<file path="config.mk">
export PLATFORM = sky130hd
export DESIGN_NAME = id_ex_stage
export DESIGN_NICKNAME = d
export VERILOG_FILES = /design/src/rtl/id_ex_stage.sv
export SDC_FILE = /design/constraint.sdc
export NUM_CORES = 1
export LEC_CHECK = 0
export ABC_AREA = 1
export CORE_MARGIN = 2
export CORE_UTILIZATION = 35
export CTS_CLUSTER_DIAMETER = 120
export DETAILED_ROUTE_END_ITERATION = 8
export PLACE_DENSITY = 0.72
export SLEW_MARGIN = 20
export SYNTH_ARGS = -nofsm -noshare
export SYNTH_HDL_FRONTEND = slang
export SYNTH_SLANG_ARGS = --single-unit
export TNS_END_PERCENT = 10
</file>
<file path="constraint.sdc">
create_clock -name clk -period 2.1 [get_ports clk]
set_input_delay 0.42 -clock clk [delete_from_list [all_inputs] [get_ports clk]]
set_output_delay 0.42 -clock clk [all_outputs]
set_load 0.05 [all_outputs]
</file>
<file path="src/rtl/id_ex_stage.sv">
// ID/EX pipeline register with load-use and branch-operand hazard detection.
// Optional perf counters (stallCount/flushCount) when HAZARD_PERF_EN is defined.
module id_ex_stage #(
    parameter int XLEN = 32
) (
    input  logic            clk,
    input  logic            rst,
    input  logic            hold,
    input  logic            flush,
    input  logic [XLEN-1:0] pc_ID,
    input  logic [XLEN-1:0] rs1Data_ID,
    input  logic [XLEN-1:0] rs2Data_ID,
    input  logic [XLEN-1:0] imm_ID,
    input  logic [4:0]      rs1_ID,
    input  logic [4:0]      rs2_ID,
    input  logic [4:0]      rd_ID,
    input  logic            useRs1_ID,
    input  logic            useRs2_ID,
    input  logic            bj_ID,
    input  logic            regWrite_ID,
    input  logic            memRead_ID,
    input  logic            memWrite_ID,
    input  logic            memToReg_ID,
    input  logic            aluSrc_ID,
    input  logic [3:0]      aluOp_ID,
    input  logic [4:0]      rd_MEM,
    input  logic            memRead_MEM,
    output logic [XLEN-1:0] pc_EX,
    output logic [XLEN-1:0] rs1Data_EX,
    output logic [XLEN-1:0] rs2Data_EX,
    output logic [XLEN-1:0] imm_EX,
    output logic [4:0]      rs1_EX,
    output logic [4:0]      rs2_EX,
    output logic [4:0]      rd_EX,
    output logic            regWrite_EX,
    output logic            memRead_EX,
    output logic            memWrite_EX,
    output logic            memToReg_EX,
    output logic            aluSrc_EX,
    output logic            valid_EX,
    output logic [3:0]      aluOp_EX,
`ifdef HAZARD_PERF_EN
    output logic [31:0]     stallCount,
    output logic [31:0]     flushCount,
`endif
    output logic            pcWrite,
    output logic            ifidWrite
);

    typedef struct packed {
        logic [XLEN-1:0] pc;
        logic [XLEN-1:0] rs1_data;
        logic [XLEN-1:0] rs2_data;
        logic [XLEN-1:0] imm;
        logic [4:0]      rs1;
        logic [4:0]      rs2;
        logic [4:0]      rd;
        logic            reg_write;
        logic            mem_read;
        logic            mem_write;
        logic            mem_to_reg;
        logic            alu_src;
        logic            valid;
        logic [3:0]      alu_op;
    } ex_t;

    ex_t ex_q, ex_d, ex_id;

    logic hit_ex_rs1, hit_ex_rs2, hit_mem_rs1, hit_mem_rs2;
    logic hit_ex, hit_mem;
    logic stall;

    assign hit_ex_rs1  = useRs1_ID && (ex_q.rd != 5'd0) && (ex_q.rd == rs1_ID);
    assign hit_ex_rs2  = useRs2_ID && (ex_q.rd != 5'd0) && (ex_q.rd == rs2_ID);
    assign hit_mem_rs1 = useRs1_ID && (rd_MEM != 5'd0) && (rd_MEM == rs1_ID);
    assign hit_mem_rs2 = useRs2_ID && (rd_MEM != 5'd0) && (rd_MEM == rs2_ID);
    assign hit_ex      = hit_ex_rs1 || hit_ex_rs2;
    assign hit_mem     = hit_mem_rs1 || hit_mem_rs2;

    assign stall = (ex_q.mem_read && hit_ex)
                || (bj_ID && ex_q.reg_write && hit_ex)
                || (bj_ID && memRead_MEM && hit_mem);

    // Flush wins over stall: the front end is being redirected anyway.
    assign pcWrite   = !(hold || (stall && !flush));
    assign ifidWrite = pcWrite;

    always_comb begin
        ex_id            = '0;
        ex_id.pc         = pc_ID;
        ex_id.rs1_data   = rs1Data_ID;
        ex_id.rs2_data   = rs2Data_ID;
        ex_id.imm        = imm_ID;
        ex_id.rs1        = rs1_ID;
        ex_id.rs2        = rs2_ID;
        ex_id.rd         = rd_ID;
        ex_id.reg_write  = regWrite_ID;
        ex_id.mem_read   = memRead_ID;
        ex_id.mem_write  = memWrite_ID;
        ex_id.mem_to_reg = memToReg_ID;
        ex_id.alu_src    = aluSrc_ID;
        ex_id.alu_op     = aluOp_ID;
        ex_id.valid      = 1'b1;
    end

    always_comb begin
        ex_d = ex_q;
        if (hold) begin
            ex_d = ex_q;
        end else if (flush || stall) begin
            ex_d = '0;
        end else begin
            ex_d = ex_id;
        end
    end

    always_ff @(posedge clk) begin
        if (rst) begin
            ex_q <= '0;
        end else begin
            ex_q <= ex_d;
        end
    end

    assign pc_EX       = ex_q.pc;
    assign rs1Data_EX  = ex_q.rs1_data;
    assign rs2Data_EX  = ex_q.rs2_data;
    assign imm_EX      = ex_q.imm;
    assign rs1_EX      = ex_q.rs1;
    assign rs2_EX      = ex_q.rs2;
    assign rd_EX       = ex_q.rd;
    assign regWrite_EX = ex_q.reg_write;
    assign memRead_EX  = ex_q.mem_read;
    assign memWrite_EX = ex_q.mem_write;
    assign memToReg_EX = ex_q.mem_to_reg;
    assign aluSrc_EX   = ex_q.alu_src;
    assign valid_EX    = ex_q.valid;
    assign aluOp_EX    = ex_q.alu_op;

`ifdef HAZARD_PERF_EN
    logic [31:0] stall_cnt_q, stall_cnt_d;
    logic [31:0] flush_cnt_q, flush_cnt_d;

    always_comb begin
        stall_cnt_d = stall_cnt_q;
        flush_cnt_d = flush_cnt_q;
        if (stall && !flush && !hold && (stall_cnt_q != 32'hFFFF_FFFF)) begin
            stall_cnt_d = stall_cnt_q + 32'd1;
        end
        if (flush && !hold && (flush_cnt_q != 32'hFFFF_FFFF)) begin
            flush_cnt_d = flush_cnt_q + 32'd1;
        end
    end

    always_ff @(posedge clk) begin
        if (rst) begin
            stall_cnt_q <= '0;
            flush_cnt_q <= '0;
        end else begin
            stall_cnt_q <= stall_cnt_d;
            flush_cnt_q <= flush_cnt_d;
        end
    end

    assign stallCount = stall_cnt_q;
    assign flushCount = flush_cnt_q;
`endif

endmodule

</file>
==> impl_metrics.ini, run 1 <==
[place]
dp_slack_ns = -0.349
portBuffers = 319
hpwl_um = 14700
dp_cells = 1289
gp_congestion = 0.867

[floorplanning]
die_w_um = 137
num_io_pins = 320
start_util = 0.359
die_area_um2 = 18900
die_y_um = 137
core_um2 = 17400
rows = 48

[sta]
timing.final.crit_share = 1.03
finalSetupViolCount = 2
fin_skew_ns = 0.00873
layout_setup_ws_ns = -0.0579
hold_violations = 0
relSlewSlack = 0.598
fin_crit_ns = 2.16
grt_setup_unrepaired = true
max_freq_ghz = 0.463
setup_tns_ns = -0.116
slew_violations = 0
tightest_slew_ns = 0.603

[run_status]
violations = setup timing
status = finished with violations

[critical_path]
crit_chain = clkdlybuf4s50_1, nand2_1, nor2_1, nand3_2, nand2_2, nand2_4, nand2_2, inv_2, nor2_4, nor2_4, buf_12
cp_slowest_cell = clkdlybuf4s50_1
crit_arrival_ns = 1.74
reg2reg_depth = 11
cpPeakStageDelay_ns = 0.49
start_kind = input pin
path_buf_inv = 3
crit_family = buffers and inverters
rr_endpoint = imm_EX[12]
r2r_slack_ns = 0.36
worstPathMaxFanout = 2
end_kind = output pin
worstReg2RegStart = rd_EX[0]
path_class = in -> out
cp.required_ns = 1.68

[min_path]
whs_path_depth = 2
hp-start = rst
holdPathEnd = imm_EX[9]
hold_path.class = in -> reg

[route]
drt_iter0_drc = 310
avgViaCountPerCell = 5.17
vias = 6836
routed_wl_um = 22200
dr.pass1.iters = 4
ant_nets = 0
drc_errors = 0
avgRoutedWirePerCell_um = 16.8

[clocking]
clk_pin_slew_ns = 0.06
holdBufCountCts = 0
clk_latency_ns = 0.42
numCtsBuffers = 17
htree_levels = 4
clockBufferDepth = 2
cts_tree = built
cts-root-buf = clkbuf_16
clock-sinks = 153

[synth]
synth.most_common_cell = nand2_1
syn_inst = 805
synth-xor-area-share = 0
ys_top_cells_by_area = dfxtp_1, nand4_1, nand2_1
syn_nets = 970
synth_mux_area_frac = 0
synth_area_per_cell_um2 = 7.75
synth.top_cell.area_share = 0.491
yosys.area_share.simple = 0.301
synth_commonest_cells = nand2_1, a21oi_1, dfxtp_1
async_reset_ff_frac = 0
synth_seq_area_share = 0.491
ys_warn_count = 0
synth_area_um2 = 6240
synth-edff-count = 0
synth_fa_ha_area_frac = 0
synth.distinct_cells = 21
synth_top_family_by_area = simple AND/OR/NAND/NOR gates
synth_compound_area_frac = 0.126
synth_seq_cells = 153
synth-main-ff-cell = dfxtp_1
synth.largest_area_cell = dfxtp_1

[grt]
antenna_found_initial = 2
grt_use_total = 0.222
grt_max_degree = 120
grt_pass1_vias = 6376
grt_pass1_wl_um = 33000
gr-total-overflow = 0

[job]
cap_violations = 0

[cells_and_area]
instances_no_fill = 1323
finalCoreUtilization = 0.590
area_growth_pct = 64.3
nets = 1249
drive_gt1_frac = 0.0839

[power_and_ir_drop]
power_leakage_nw = 3.75
power.total_mw = 7.55
p_per_area_nw_per_um2 = 736
ir_drop_mv = 0.548
==> registers in the layout, indices dropped and copies added, names as in the netlist <==
signal,count
aluOp_EX,4
aluSrc_EX,1
imm_EX,32
memRead_EX,1
memToReg_EX,1
memWrite_EX,1
pc_EX,32
rd_EX,5
regWrite_EX,1
rs1Data_EX,32
rs1_EX,5
rs2Data_EX,32
rs2_EX,5
valid_EX,1
==> kinds of logic (layout without fill, tap and decap cells) <==
| group | count (synthesis) | after routing |
|---|---|---|
| DFF | 153 | 153 |
| AOI/OAI and AO/OA | 157 | 157 |
| and+or+nand+nor | 390 | 390 |
| buffers and inverters | 105 | 397 |
| other | 0 | 1 |
==> per-layer routing <==
metal,global-route usage,vias to the layer above,share of wire
met2,0.360,278,0.46
met4,0.0762,2,0.018
met5,0,-,0.00054
met1,0.257,3165,0.40
met3,0.105,27,0.12
li1,-,3364,-
==> through the flow <==
stage | hold WS (ns) | instance area (µm²)
floorplan | 0.562 | 6270
global placement | 0.443 | 9630
detailed placement | 0.450 | 9630
CTS | 0.412 | 10200
global route | 0.429 | 10200
finish | 0.427 | 10200
==> area by class of cell <==
type                       count  area (µm²)
sequential                   153        3080
clock inverter                10         115
antenna                        1        2.50
fill                        1583        7110
tap                          225         282
timing repair buffer         343        3490
inverter                      22        87.6
clock buffer                  22         475
multi-input combinational    547        2710
==> cells in the final DEF (no fill, tap or decap), types with 2 or more instances in the layout <==
cell,netlist,routed
dlygate4sd2_1,0,17
buf_4,11,18
nand4_1,152,152
clkdlybuf4s50_1,0,296
nand2_2,2,3
inv_4,0,2
inv_1,13,11
nand2_1,208,206
inv_2,9,9
a21oi_1,153,153
clkbuf_16,0,18
dfxtp_1,153,146
nor2_1,18,12
o21ai_1,3,3
buf_12,0,12
clkbuf_1,40,3
dfxtp_4,0,5
nand3_1,6,5
bufinv_16,0,2
clkinv_4,0,3
nor2_4,0,3
clkinv_2,0,4
nor2_2,1,4
nand3_2,1,2
dfxtp_2,0,2
nand2_4,1,2
==> worst max-delay path by stage <==
stage | cells past startpoint | to | slack (ns) | start
6_report | 11 | ifidWrite | -0.06 | useRs2_ID
3_3_place_gp | 13 | pcWrite | -0.33 | rs2_ID[2]
2_1_floorplan | 11 | pcWrite | 0.008 | rd_MEM[2]
5_1_grt | 12 | pcWrite | -0.16 | rd_EX[1]
3_5_place_dp | 13 | ifidWrite | -0.35 | rs1_ID[2]
4_1_cts | 12 | ifidWrite | -0.04 | rd_EX[0]
==> timing repair <==
action	4_1_cts	5_1_grt
endpoints found under the hold margin	0	0
cloned	0	0
setup endpoints to repair	2	2
buffers inserted	0	1
pin swaps	5	3
gates resized for setup	28	4
==> where the power goes <==
group | switching [mW] | internal [mW]
logic | 0.799 | 0.597
clock network | 1.22 | 1.85
registers | 0.0609 | 3.01
Note: power is estimated with default switching activity, not from simulation.
==> run 2, diff against run 1 <==
--- a/config.mk
+++ b/config.mk
@@ -9,7 +9,9 @@
 export CORE_MARGIN = 2
 export CORE_UTILIZATION = 35
 export CTS_CLUSTER_DIAMETER = 120
+export CTS_CLUSTER_SIZE = 8
 export DETAILED_ROUTE_END_ITERATION = 8
+export MAX_ROUTING_LAYER = met4
 export PLACE_DENSITY = 0.72
 export SLEW_MARGIN = 20
 export SYNTH_ARGS = -nofsm -noshare
==> run 2 against run 1 <==
  * The flow still finishes with violations (setup timing)
  * Clock skew is 0.00062 ns higher
  * Clock-buffer cell count is 3 lower
  * Cell count is 0.38% higher
  * Sequential power hardly changed
  * Via count is 0.54% higher
  * Die area stayed put
  * Sequential share of layout area is 0.14 points lower
  * Total power is 2.2% lower
  * Utilization is 0.28 points higher
  * Global-route usage is 0.99 points higher
  * Setup slack better by 0.034 ns
  * Critical path type is now reg -> out
  * Largest cell class unchanged
==> impl_metrics.ini, run 2 (synthesis gave the netlist of run 1 again) <==
[grt]
grt_pass1_vias = 6320
gr-usage-met1 = 0.272
met3_usage = 0.104
grt_max_degree = 108
gr-total-overflow = 0
grt_pass1_wl_um = 33200
grt_use_total = 0.232
antenna_found_initial = 2
grtUsageMet2 = 0.358
top_usage_layer = met2

[critical_path]
cp_slowest_cell = dfxtp_4
crit_arrival_ns = 1.70
path_buf_inv = 3
crit_family = simple AND/OR/NAND/NOR gates
r2r_slack_ns = 0.43
reg2reg_depth = 11
cpPeakStageDelay_ns = 0.37
worstReg2RegStart = rd_EX[2]
worstSetupStartpoint = rd_EX[2]
rr_endpoint = rs2Data_EX[14]
cp.required_ns = 1.68
crit_chain = inv_4, nand2_1, nand2_1, nor2_2, nand3_1, nand2_2, nand2_4, nand2_2, inv_2, nor2_4, nor2_4, buf_12
end_kind = output pin
start_kind = flip-flop
worstPathMaxFanout = 5
path_class = reg -> out

[place]
portBuffers = 319
hpwl_um = 14800
placed_area_um2 = 9680
gp_congestion = 0.889
dp_cells = 1290

[min_path]
hp-start = rst
hold_path.class = in -> reg
whs_path_depth = 2
holdPathEnd = pc_EX[4]

[cells_and_area]
final_cell_mix = clkdlybuf4s50_1, nand2_1, a21oi_1, nand4_1, dfxtp_1
area_growth_pct = 65.1
nets = 1252
fillers = 1624
finalInstanceArea_um2 = 10300
instances_no_fill = 1328
final_common_cell = clkdlybuf4s50_1
drive_gt1_frac = 0.0918
finalCoreUtilization = 0.593

[sta]
max_freq_ghz = 0.471
tightest_slew_ns = 0.586
whs_ns = 0.350
layout_setup_ws_ns = -0.0243
relSlewSlack = 0.608
timing.final.crit_share = 1.01
finalSetupViolCount = 2
slew_violations = 0
hold_violations = 0
fin_crit_ns = 2.12
fin_skew_ns = 0.00935
grt_setup_unrepaired = true

[route]
avgViaCountPerCell = 5.18
vias = 6873
ant_nets = 0
drt_iter0_drc = 266
routed_wl_um = 22400
dr.pass1.iters = 4
drc_errors = 0
avgRoutedWirePerCell_um = 16.9

[power_and_ir_drop]
power.total_mw = 7.38
power_leakage_nw = 3.79
ir_drop_mv = 0.540
p_per_area_nw_per_um2 = 717

[floorplanning]
die_area_um2 = 18900
die_y_um = 137
core_um2 = 17400
rows = 48
die_w_um = 137
num_io_pins = 320
start_util = 0.359

[clocking]
clockBufferDepth = 2
numCtsBuffers = 17
clk_pin_slew_ns = 0.07
clk_latency_ns = 0.42
htree_levels = 4
clock-sinks = 153
cts-root-buf = clkbuf_16
holdBufCountCts = 0
cts_tree = built

[run_status]
violations = setup timing
status = finished with violations

[job]
cap_violations = 0
==> run 2: cell count changes in the layout (fill, tap and decap cells not counted), moves of 3 or more <==
cell and delta:
clkdlybuf4s50_1 -3, inv_6 +4, inv_4 +4, inv_2 -3
dlymetal6s2s_1 +3, clkinv_2 -4, buf_12 +3
==> run 2: layer usage <==
layer  wire length [µm]  share of wire
met3               2590           0.12
met4                332          0.015
met5                  0              0
met1               9220           0.41
met2              10300           0.46
==> run 2: where the power goes <==
part           total [mW]  internal [mW]  switching, mW
registers            3.07           3.01         0.0619
clock network        2.89           1.57           1.32
logic                1.41          0.607          0.802
==> run 2: final cells by class <==
class | count | area, µm² | area share
Timing Repair Buffer | 346 | 3550 | 0.345
Sequential cell | 153 | 3080 | 0.300
Multi-Input combinational cell | 547 | 2720 | 0.264
Clock buffer | 19 | 443 | 0.0430
Tap cell | 225 | 282 | 0.0273
Clock inverter | 13 | 109 | 0.0106
Inverter | 22 | 95.1 | 0.00924
Antenna cell | 3 | 7.51 | 0.000729
==> run 2: through the flow <==
step	TNS (ns)	setup WS, ns
finish	-0.0485	-0.0243
detailed placement	-26.75	-0.382
global route	-0.231	-0.116
global placement	-27.41	-0.381
CTS	-0.139	-0.0696
floorplan	0	0.00757
==> run 2: worst max-delay path by stage <==
stage | end | slack (ns) | cells past startpoint
after CTS | pcWrite | -0.07 | 12
final | pcWrite | -0.02 | 12
after detailed placement | pcWrite | -0.38 | 13
after global placement | pcWrite | -0.38 | 13
after global routing | pcWrite | -0.12 | 12
after floorplan | pcWrite | 0.008 | 11
==> run 2: repair_timing <==
action                                  in CTS  in global routing
resized for setup                           25                 15
endpoints found under the setup margin       2                  2
buffers inserted                             1                  2
pin swaps                                    3                  9
==> run 3, diff against run 2 <==
--- a/config.mk
+++ b/config.mk
@@ -6,7 +6,7 @@
 export NUM_CORES = 1
 export LEC_CHECK = 0
 export ABC_AREA = 1
-export CORE_MARGIN = 2
+export CORE_MARGIN = 10
 export CORE_UTILIZATION = 35
 export CTS_CLUSTER_DIAMETER = 120
 export CTS_CLUSTER_SIZE = 8
==> run 3 against run 2 <==
  * The run still ends with setup timing left
  * Non-clock buffer count rose by 7
  * Wire length grew 12%
  * Maximum frequency fell by 0.51%
  * First-iteration DRC count is 20% higher
  * Setup slack worse by 0.011 ns
  * Cell count rose by 0.60%
  * Via count is 1.0% lower
  * Clock skew about the same
  * Clock-buffer cell count stayed put
  * Clock power rose by 11%
  * Combinational power barely moved
  * Critical path type unchanged
  * Critical endpoint is now ifidWrite
  * Highest routed layer unchanged
==> impl_metrics.ini, run 3 (synthesis gave the netlist of run 1 again) <==
[route]
dr.pass1.iters = 4
ant_nets = 0
routed_wl_um = 25000
avgViaCountPerCell = 5.09
avgRoutedWirePerCell_um = 18.7
drc_errors = 0
drt_iter0_drc = 318
vias = 6801

[run_status]
violations = setup timing
status = finished with violations

[clocking]
holdBufCountCts = 0
cts_tree = built
htree_levels = 4
clk_pin_slew_ns = 0.07
clock-sinks = 153
numCtsBuffers = 17
cts-root-buf = clkbuf_16
clockBufferDepth = 2
clk_latency_ns = 0.42

[sta]
layout_setup_ws_ns = -0.0352
slew_violations = 0
max_freq_ghz = 0.468
fin_skew_ns = 0.00930
finalSetupViolCount = 2
tightest_slew_ns = 0.594
fin_crit_ns = 2.14
hold_violations = 0
setup_tns_ns = -0.0701
timing.final.crit_share = 1.02
whs_ns = 0.383
grt_setup_unrepaired = true
relSlewSlack = 0.603

[grt]
grt_use_total = 0.204
antenna_found_initial = 5
grt_pass1_wl_um = 38100
grt_max_degree = 78
grt_pass1_vias = 6662
gr-total-overflow = 0

[power_and_ir_drop]
power.total_mw = 7.68
ir_drop_mv = 0.529
power_leakage_nw = 3.86
p_per_area_nw_per_um2 = 742

[floorplanning]
die_area_um2 = 23600
core_um2 = 17400
die_y_um = 153
die_w_um = 153
rows = 48
num_io_pins = 320
start_util = 0.359

[cells_and_area]
finalInstanceArea_um2 = 10400
area_growth_pct = 66.0
nets = 1259
fillers = 1587
final_cell_mix = clkdlybuf4s50_1, nand2_1, a21oi_1, nand4_1, dfxtp_1
final_common_cell = clkdlybuf4s50_1
drive_gt1_frac = 0.100

[critical_path]
worstPathMaxFanout = 5
start_kind = flip-flop
cp_slowest_cell = dfxtp_4
crit_chain = inv_2, nand2_1, nand2_1, nor2_1, nand3_1, nand2_2, nand2_4, nand2_2, inv_2, nor2_4, nor2_4, buf_12
cpPeakStageDelay_ns = 0.36
end_kind = output pin
path_class = reg -> out
crit_arrival_ns = 1.72
cp.required_ns = 1.68

[place]
hpwl_um = 17800
placed_area_um2 = 9690
portBuffers = 319
dp_slack_ns = -0.349
gp_congestion = 0.845

[min_path]
hold_path.class = in -> reg

[job]
cap_violations = 0
-- run 3: worst paths after layout --
path	slack, ns	to	from	depth (start not counted)
max reg2reg	0.42	rs2Data_EX[11]	rd_EX[1]	11
min	0.38	memToReg_EX	hold	3
min reg2reg	0.46	imm_EX[2]	imm_EX[2]	2
max	-0.04	ifidWrite	rd_EX[1]	12
-- run 3: cell type report --
cell class | count | area [µm²] | share of cell area
Timing Repair Buffer | 353 | 3570 | 0.344
Sequential cell | 153 | 3080 | 0.298
Multi-Input combinational cell | 547 | 2720 | 0.262
Clock buffer | 19 | 443 | 0.0428
Tap cell | 225 | 282 | 0.0272
Clock inverter | 12 | 165 | 0.0159
Inverter | 22 | 87.6 | 0.00846
Antenna cell | 5 | 12.5 | 0.00121
-- run 3: where the power goes --
group          internal [mW]  total (mW)  switching (mW)
logic                  0.604        1.41           0.808
registers               3.01        3.07          0.0610
clock network           1.92        3.20            1.28
total                   5.53        7.68            2.15
-- run 3: timing repair --
| item | in CTS | in global routing |
|---|---|---|
| pin swaps | 12 | 9 |
| endpoints found under the setup margin | 2 | 4 |
| buffers inserted | 1 | 2 |
| gates cloned | 0 | 0 |
| gates resized for setup | 26 | 11 |
-- run 3: critical path, delay by kind of cell (launching register included) --
| kind | cells | cell delay, ns |
|---|---|---|
| AND/OR/NAND/NOR | 9 | 0.64 |
| flip-flops | 1 | 0.36 |
| buffers and inverters | 3 | 0.31 |
-- run 3: per-stage QoR --
step	util	cells
finish	0.597	1336
global route	0.597	1336
CTS	0.593	1329
detailed placement	0.558	1297
global placement	0.558	1297
floorplan	-	805
-- run 3: metal layers --
layer	global-route usage	wire length, µm	vias up	share of wire
li1	-	-	3398	-
met1	0.243	10500	3095	0.42
met2	0.297	10900	291	0.43
met3	0.113	3310	17	0.13
met4	0.0445	290	0	0.012
met5	-	0	-	0
